File: config.mk
export PLATFORM = sky130hd
export DESIGN_NAME = snoop_responder
export DESIGN_NICKNAME = d
export VERILOG_FILES = /design/src/rtl/snoop_responder.sv
export SDC_FILE = /design/constraint.sdc
export NUM_CORES = 1
export LEC_CHECK = 0
export CORE_UTILIZATION = 60
export CTS_CLUSTER_SIZE = 20
export DETAILED_ROUTE_END_ITERATION = 6
export PLACE_DENSITY = 0.81
export SLEW_MARGIN = 20
export SYNTH_ARGS = -nofsm -noshare
export SYNTH_HDL_FRONTEND = slang
export SYNTH_SLANG_ARGS = --single-unit
File: constraint.sdc
create_clock -name clk -period 3.2 [get_ports clk]
set_input_delay 0.32 -clock clk [delete_from_list [all_inputs] [get_ports clk]]
set_output_delay 0.32 -clock clk [all_outputs]
set_load 0.005 [all_outputs]
File: src/rtl/snoop_responder.sv
// Snoop responder: models a peer cache on the shared bus. Looks up bus
// operations in a small fully-associative MESI directory, returns the snoop
// result, applies the MESI transition and drives modified-line writebacks.
module snoop_responder #(
  parameter int unsigned ADDR_W     = 32,
  parameter int unsigned LINE_BYTES = 64,
  parameter int unsigned ENTRIES    = 8,
  parameter int unsigned WB_CYCLES  = 2
) (
  input  logic              clk,
  input  logic              rst_n,
  input  logic              op_valid,
  output logic              op_ready,
  input  logic [2:0]        op_code,
  input  logic [ADDR_W-1:0] op_addr,
  output logic              result_valid,
  output logic [1:0]        snoop_result,
  output logic              wb_valid,
  output logic [ADDR_W-1:0] wb_addr,
  input  logic              install_valid,
  output logic              install_ready,
  input  logic [ADDR_W-1:0] install_addr,
  input  logic [1:0]        install_state,
  output logic              protocol_err
);

  localparam int unsigned OFFSET_BITS = $clog2(LINE_BYTES);
  localparam int unsigned TAG_W       = ADDR_W - OFFSET_BITS;
  localparam int unsigned IDX_W       = $clog2(ENTRIES);
  localparam int unsigned CNT_W       = $clog2(WB_CYCLES + 1);

  localparam logic [2:0] OP_READ       = 3'd1;
  localparam logic [2:0] OP_WRITE      = 3'd2;
  localparam logic [2:0] OP_INVALIDATE = 3'd3;
  localparam logic [2:0] OP_RWIM       = 3'd4;

  localparam logic [1:0] ST_I = 2'b00;
  localparam logic [1:0] ST_S = 2'b01;
  localparam logic [1:0] ST_E = 2'b10;
  localparam logic [1:0] ST_M = 2'b11;

  localparam logic [1:0] RES_HIT   = 2'b00;
  localparam logic [1:0] RES_HITM  = 2'b01;
  localparam logic [1:0] RES_NOHIT = 2'b10;

  typedef enum logic [1:0] {IDLE, LOOKUP, RESPOND, WB} fsmStateT;

  fsmStateT           fsmState;
  logic [2:0]         opCode;
  logic [TAG_W-1:0]   opTag;
  logic               hitReg;
  logic [IDX_W-1:0]   hitIdx;
  logic [CNT_W-1:0]   wbCnt;
  logic [IDX_W-1:0]   victimPtr;
  logic [TAG_W-1:0]   entTag   [ENTRIES];
  logic [1:0]         entState [ENTRIES];

  logic               lkHit;
  logic [IDX_W-1:0]   lkIdx;
  logic [1:0]         lkState;
  logic               inHit;
  logic [IDX_W-1:0]   inIdx;
  logic               freeFound;
  logic [IDX_W-1:0]   freeIdx;
  logic [1:0]         respCode;
  logic               respErr;
  logic [TAG_W-1:0]   installTag;
  logic               unusedOffsetBits;

  assign installTag       = install_addr[ADDR_W-1:OFFSET_BITS];
  assign unusedOffsetBits = ^{op_addr[OFFSET_BITS-1:0], install_addr[OFFSET_BITS-1:0]};

  // An operation always wins over a simultaneous install request
  assign install_ready = (fsmState == IDLE) && !op_valid;

  // Directory search: operation tag match, install tag match, lowest free slot
  always_comb begin
    lkHit     = 1'b0;
    lkIdx     = '0;
    lkState   = ST_I;
    inHit     = 1'b0;
    inIdx     = '0;
    freeFound = 1'b0;
    freeIdx   = '0;
    for (int unsigned i = 0; i < ENTRIES; i++) begin
      if ((entState[i] != ST_I) && (entTag[i] == opTag)) begin
        lkHit   = 1'b1;
        lkIdx   = IDX_W'(i);
        lkState = entState[i];
      end
      if ((entState[i] != ST_I) && (entTag[i] == installTag)) begin
        inHit = 1'b1;
        inIdx = IDX_W'(i);
      end
      if ((entState[i] == ST_I) && !freeFound) begin
        freeFound = 1'b1;
        freeIdx   = IDX_W'(i);
      end
    end
  end

  // Snoop result and protocol check for the captured operation
  always_comb begin
    respCode = RES_NOHIT;
    respErr  = 1'b0;
    case (opCode)
      OP_READ, OP_RWIM: begin
        if (lkHit) respCode = (lkState == ST_M) ? RES_HITM : RES_HIT;
      end
      OP_INVALIDATE: begin
        if (lkHit) begin
          respCode = RES_HIT;
          respErr  = (lkState == ST_E) || (lkState == ST_M);
        end
      end
      OP_WRITE: begin
        respErr = lkHit && ((lkState == ST_E) || (lkState == ST_M));
      end
      default: respErr = 1'b1;
    endcase
  end

  // Control FSM, registered outputs and directory updates
  always_ff @(posedge clk or negedge rst_n) begin
    if (!rst_n) begin
      fsmState     <= IDLE;
      op_ready     <= 1'b1;
      result_valid <= 1'b0;
      snoop_result <= RES_NOHIT;
      wb_valid     <= 1'b0;
      wb_addr      <= '0;
      protocol_err <= 1'b0;
      opCode       <= '0;
      opTag        <= '0;
      hitReg       <= 1'b0;
      hitIdx       <= '0;
      wbCnt        <= '0;
      victimPtr    <= '0;
      for (int unsigned i = 0; i < ENTRIES; i++) begin
        entTag[i]   <= '0;
        entState[i] <= ST_I;
      end
    end else begin
      result_valid <= 1'b0;
      protocol_err <= 1'b0;
      case (fsmState)
        IDLE: begin
          if (op_valid) begin
            opCode   <= op_code;
            opTag    <= op_addr[ADDR_W-1:OFFSET_BITS];
            op_ready <= 1'b0;
            fsmState <= LOOKUP;
          end else if (install_valid) begin
            if (inHit) begin
              entState[inIdx] <= install_state;
            end else if (install_state != ST_I) begin
              if (freeFound) begin
                entTag[freeIdx]   <= installTag;
                entState[freeIdx] <= install_state;
              end else begin
                entTag[victimPtr]   <= installTag;
                entState[victimPtr] <= install_state;
                victimPtr           <= victimPtr + IDX_W'(1);
              end
            end
          end
        end
        LOOKUP: begin
          hitReg       <= lkHit;
          hitIdx       <= lkIdx;
          result_valid <= 1'b1;
          snoop_result <= respCode;
          protocol_err <= respErr;
          fsmState     <= RESPOND;
        end
        RESPOND: begin
          if (hitReg) begin
            case (opCode)
              OP_READ:                 entState[hitIdx] <= ST_S;
              OP_RWIM, OP_INVALIDATE:  entState[hitIdx] <= ST_I;
              default: ;
            endcase
          end
          if (snoop_result == RES_HITM) begin
            wb_valid <= 1'b1;
            wb_addr  <= {opTag, {OFFSET_BITS{1'b0}}};
            wbCnt    <= CNT_W'(WB_CYCLES - 1);
            fsmState <= WB;
          end else begin
            op_ready <= 1'b1;
            fsmState <= IDLE;
          end
        end
        WB: begin
          if (wbCnt == '0) begin
            wb_valid <= 1'b0;
            op_ready <= 1'b1;
            fsmState <= IDLE;
          end else begin
            wbCnt <= wbCnt - CNT_W'(1);
          end
        end
        default: fsmState <= IDLE;
      endcase
    end
  end

endmodule
==> results.md, run 1 <==
- Cells taking the most area after synthesis: dfrtp_1 42%, mux2_2 14%, xor2_1 12%, xnor2_1 8.6%, nor4_1 3.4%
- Sequential fraction of the synthesis area: around 42%
- Tot Pwr: 0.0168 W
- Max cap viols: 0
- Status: completed
- CTS tree: built
- Fmax: about 0.32 GHz
- Most frequent cells in the layout: 289 x dfrtp_1, 247 x xor2_1, 222 x mux2_2
- Worst Hold Margin: 360 ps
- CP arrival: approximately 3500 ps
- Tcrit/Tclk final: 96.8%
- Die ar.: between 20000 and 30000 sq um
- Largest net degree at the start of global routing: 83
- Crit path launch type: flop
- Post-synth top area share: a little over two fifths
- CTS sink count: 296
- Pre-CTS setup slack: -338 ps
- Relative slew slack: 48.8%
- Worst path slowest cell: dfrtp_1
- Port buffer count: 93
- Chip height: approximately 170 microns
- Least-Margin Pin Slew: 769 ps
- Slew Limit Fails: 0
- Crit Path Category: flop to flop
- Worst Path Max Fanout: 5
- RSZ-0062 raised after global routing: false
- Reg2reg setup slack: 100 ps
- # rows: between 60 and 70
- Hold WC Path Type: primary input to asynchronous set/reset pin
- GP Congestion: roughly 1.0
- Routed Wire Length: approximately 60 mm
- H-tree depth: 2
- Final setup violating endpoints: 0
- WP data required: roughly 3600 ps
- CTS Buf Count: 34
- Leak: between 9 and 10 nW
- Area leader, netlist: dfrtp_1
- Crit end category: flop
- DRT Pass-1 Iters: 5
- P&R area growth vs syn: 23.9%
- Synth cell types: 74
- Vias per std cell: a little over 6
- First DRT Iteration DRCs: around 1300
- Final clock skew: ~24 ps
- Total I/O pin count: about 110
- Peak VDD IR: around 0.61 mV
- Min Clock Period, post-route: 3100 ps
- Pwr/cell area: 772 nW/um^2
- First-pass GRT wire length: 87.7 mm
- Post-synth EDFFs: 0
- Die width: roughly 170 microns
- Initial Util: roughly three fifths
- Final Hold Fails: 0
- Via count: roughly 14000
- GRT Residual Overflow: 0
- Final setup margin: roughly 100 ps
- Initial antenna violation count: 0
- CP max stage delay: between 400 and 500 ps
- RR Endpoint: snoop_result[0]$_DFFE_PN0P_
- CTS Root Cell: clkbuf_16
- Critical path capture point: snoop_result[0]$_DFFE_PN0P_
- Synth Cell Area: approximately 18000 sq um
- Async SR Flop Fraction: between 90% and 100%
- GRT Overall Usage: around two fifths
- Most common cell after layout, fill and taps aside: dfrtp_1
- DRC: 0
- Worst r2r src: opTag[12]$_DFFE_PN0P_
- Share of layout cells above drive strength 1: a little under a third
- Fin Setup TNS: 0 ps
- CORE AREA: approximately 29000 sq um
- Most frequent CP cell: buf_4
- Clk_lat worst skew: roughly 540 ps
- HPWL Detailed: 42.8 mm
- Yosys warns: 0
- R2R depth: 12
- Critical Path Start: opTag[12]$_DFFE_PN0P_
- CP cell instances: buf_4, buf_4, xor2_1, nor4_1, nand4_1, nor4_1, buf_4, or2_2, nor2_1, a31oi_1, o311ai_1, o31ai_1
- Synthesized area per cell: around 11 sq um
- Routed length per instance: about 27 microns
- Vias in the first global route: between 10000 and 15000
- Post-DRT Antenna Nets: 0
- Yosys reg bits: between 200 and 300
- Final Net Count: between 1500 and 2000
- Worst-case clock buffer depth: 3
- Clock transition at path regs: 60 ps
- Post-Syn Instances: roughly 1500
- Main flop type after synthesis: dfrtp_1
[power by group]
group / switching, W / total (W) / leakage (nW) / internal [W]
Clock: 0.00159 / 0.00401 / 0.563 / 0.00242
Combinational: 0.00352 / 0.00675 / 5.37 / 0.00323
Sequential: 0.00139 / 0.00600 / 3.89 / 0.00461
Total: 0.00650 / 0.0168 / 9.82 / 0.0103
[synth_stat cells (16+ instances only)]
master,instances
xnor2_1,173
clkbuf_1,33
nor4_1,94
nand3_1,24
buf_2,57
nand2_1,27
mux2_2,222
xor2_1,247
o21ai_0,19
mux2_1,25
mux2_4,20
nor3_1,16
buf_4,19
nor2_1,37
a21oi_1,16
dfrtp_1,294
nand4_1,66
[worst max-delay path, delay by kind of cell (launching register included)]
family                 cells  cell delay, ps
AND/OR/NAND/NOR            5            1070
AO/OA/AOI/OAI              3             650
buffers and inverters      3             640
flip-flops                 1             460
XOR/XNOR                   1             160
[state kept, by name, summed over array words and instances, names as in the netlist, 2 cells and up, named ones only]
signal        count
snoop_result      2
fsmState          2
opCode            3
victimPtr         3
wbCnt             2
entTag          208
hitIdx            3
entState          8
wb_addr          26
opTag            26
[cells by family after synthesis]
logic type | count (synthesis) | share of synthesized area, %
compound gates | 93 | 3.68
xor+xnor | 420 | 21.0
fa+ha+maj | 2 | 0.143
buf+inv | 135 | 4.18
flops | 296 | 42.3
mux | 269 | 17.7
other cells | 1 | 0.0214
simple gates | 326 | 11.0
[per-layer routing]
layer | vias to the layer above | track usage, % | routed length [microns] | share of wire (%)
li1 | 5895 | - | - | -
met1 | 6842 | 52.6 | 23500 | 40
met2 | 686 | 60.3 | 25700 | 44
met3 | 164 | 9.83 | 5700 | 9.8
met4 | 0 | 21.7 | 3480 | 6.0
met5 | - | 0 | 0 | 0
[through the flow]
| step | std cells | utilization (%) | area (sq um) |
|---|---|---|---|
| 4_1_cts | 2189 | 75.5 | 21700 |
| 5_1_grt | 2189 | 75.6 | 21700 |
| 3_3_place_gp | 2128 | 71.4 | 20500 |
| 3_5_place_dp | 2128 | 71.4 | 20500 |
| 2_1_floorplan | 1547 | - | 17500 |
| 6_report | 2190 | 75.7 | 21700 |
[repair_timing]
item                                    4_1_cts  5_1_grt
pin swaps                                     0        0
gates resized for setup                       3       11
hold endpoints to repair                     65        0
hold buffers                                  1        0
buffers inserted                              0        0
endpoints found under the setup margin      138        9
[final cells by class]
cell class | instances | area (sq um)
Fill cell | 1924 | 6990
Inverter | 13 | 48.8
Timing Repair Buffer | 320 | 3160
Clock buffer | 51 | 1000
Antenna cell | 1 | 2.50
Tap cell | 384 | 480
Clock inverter | 9 | 139
Multi-Input combinational cell | 1116 | 9470
Sequential cell | 296 | 7420
[worst min-delay path by stage]
stage	from	end	slack (ps)	cells after the start
CTS	rst_n	entTag[18]$_DFFE_PN0P_	380	2
global placement	rst_n	entTag[1]$_DFFE_PN0P_	320	1
global route	op_addr[25]	opTag[19]$_DFFE_PN0P_	400	2
finish	rst_n	entTag[18]$_DFFE_PN0P_	360	2
detailed placement	rst_n	entTag[13]$_DFFE_PN0P_	330	1
floorplan	rst_n	asynchronous set/reset pin	20	0
No activity file was read; power rests on OpenSTA's default activity.
==> inputs of run 2 (changes only) <==
- CAP_MARGIN: not set -> 20
==> results of run 2 <==
The final DEF is identical to that of run 1; final timing and power are the same.
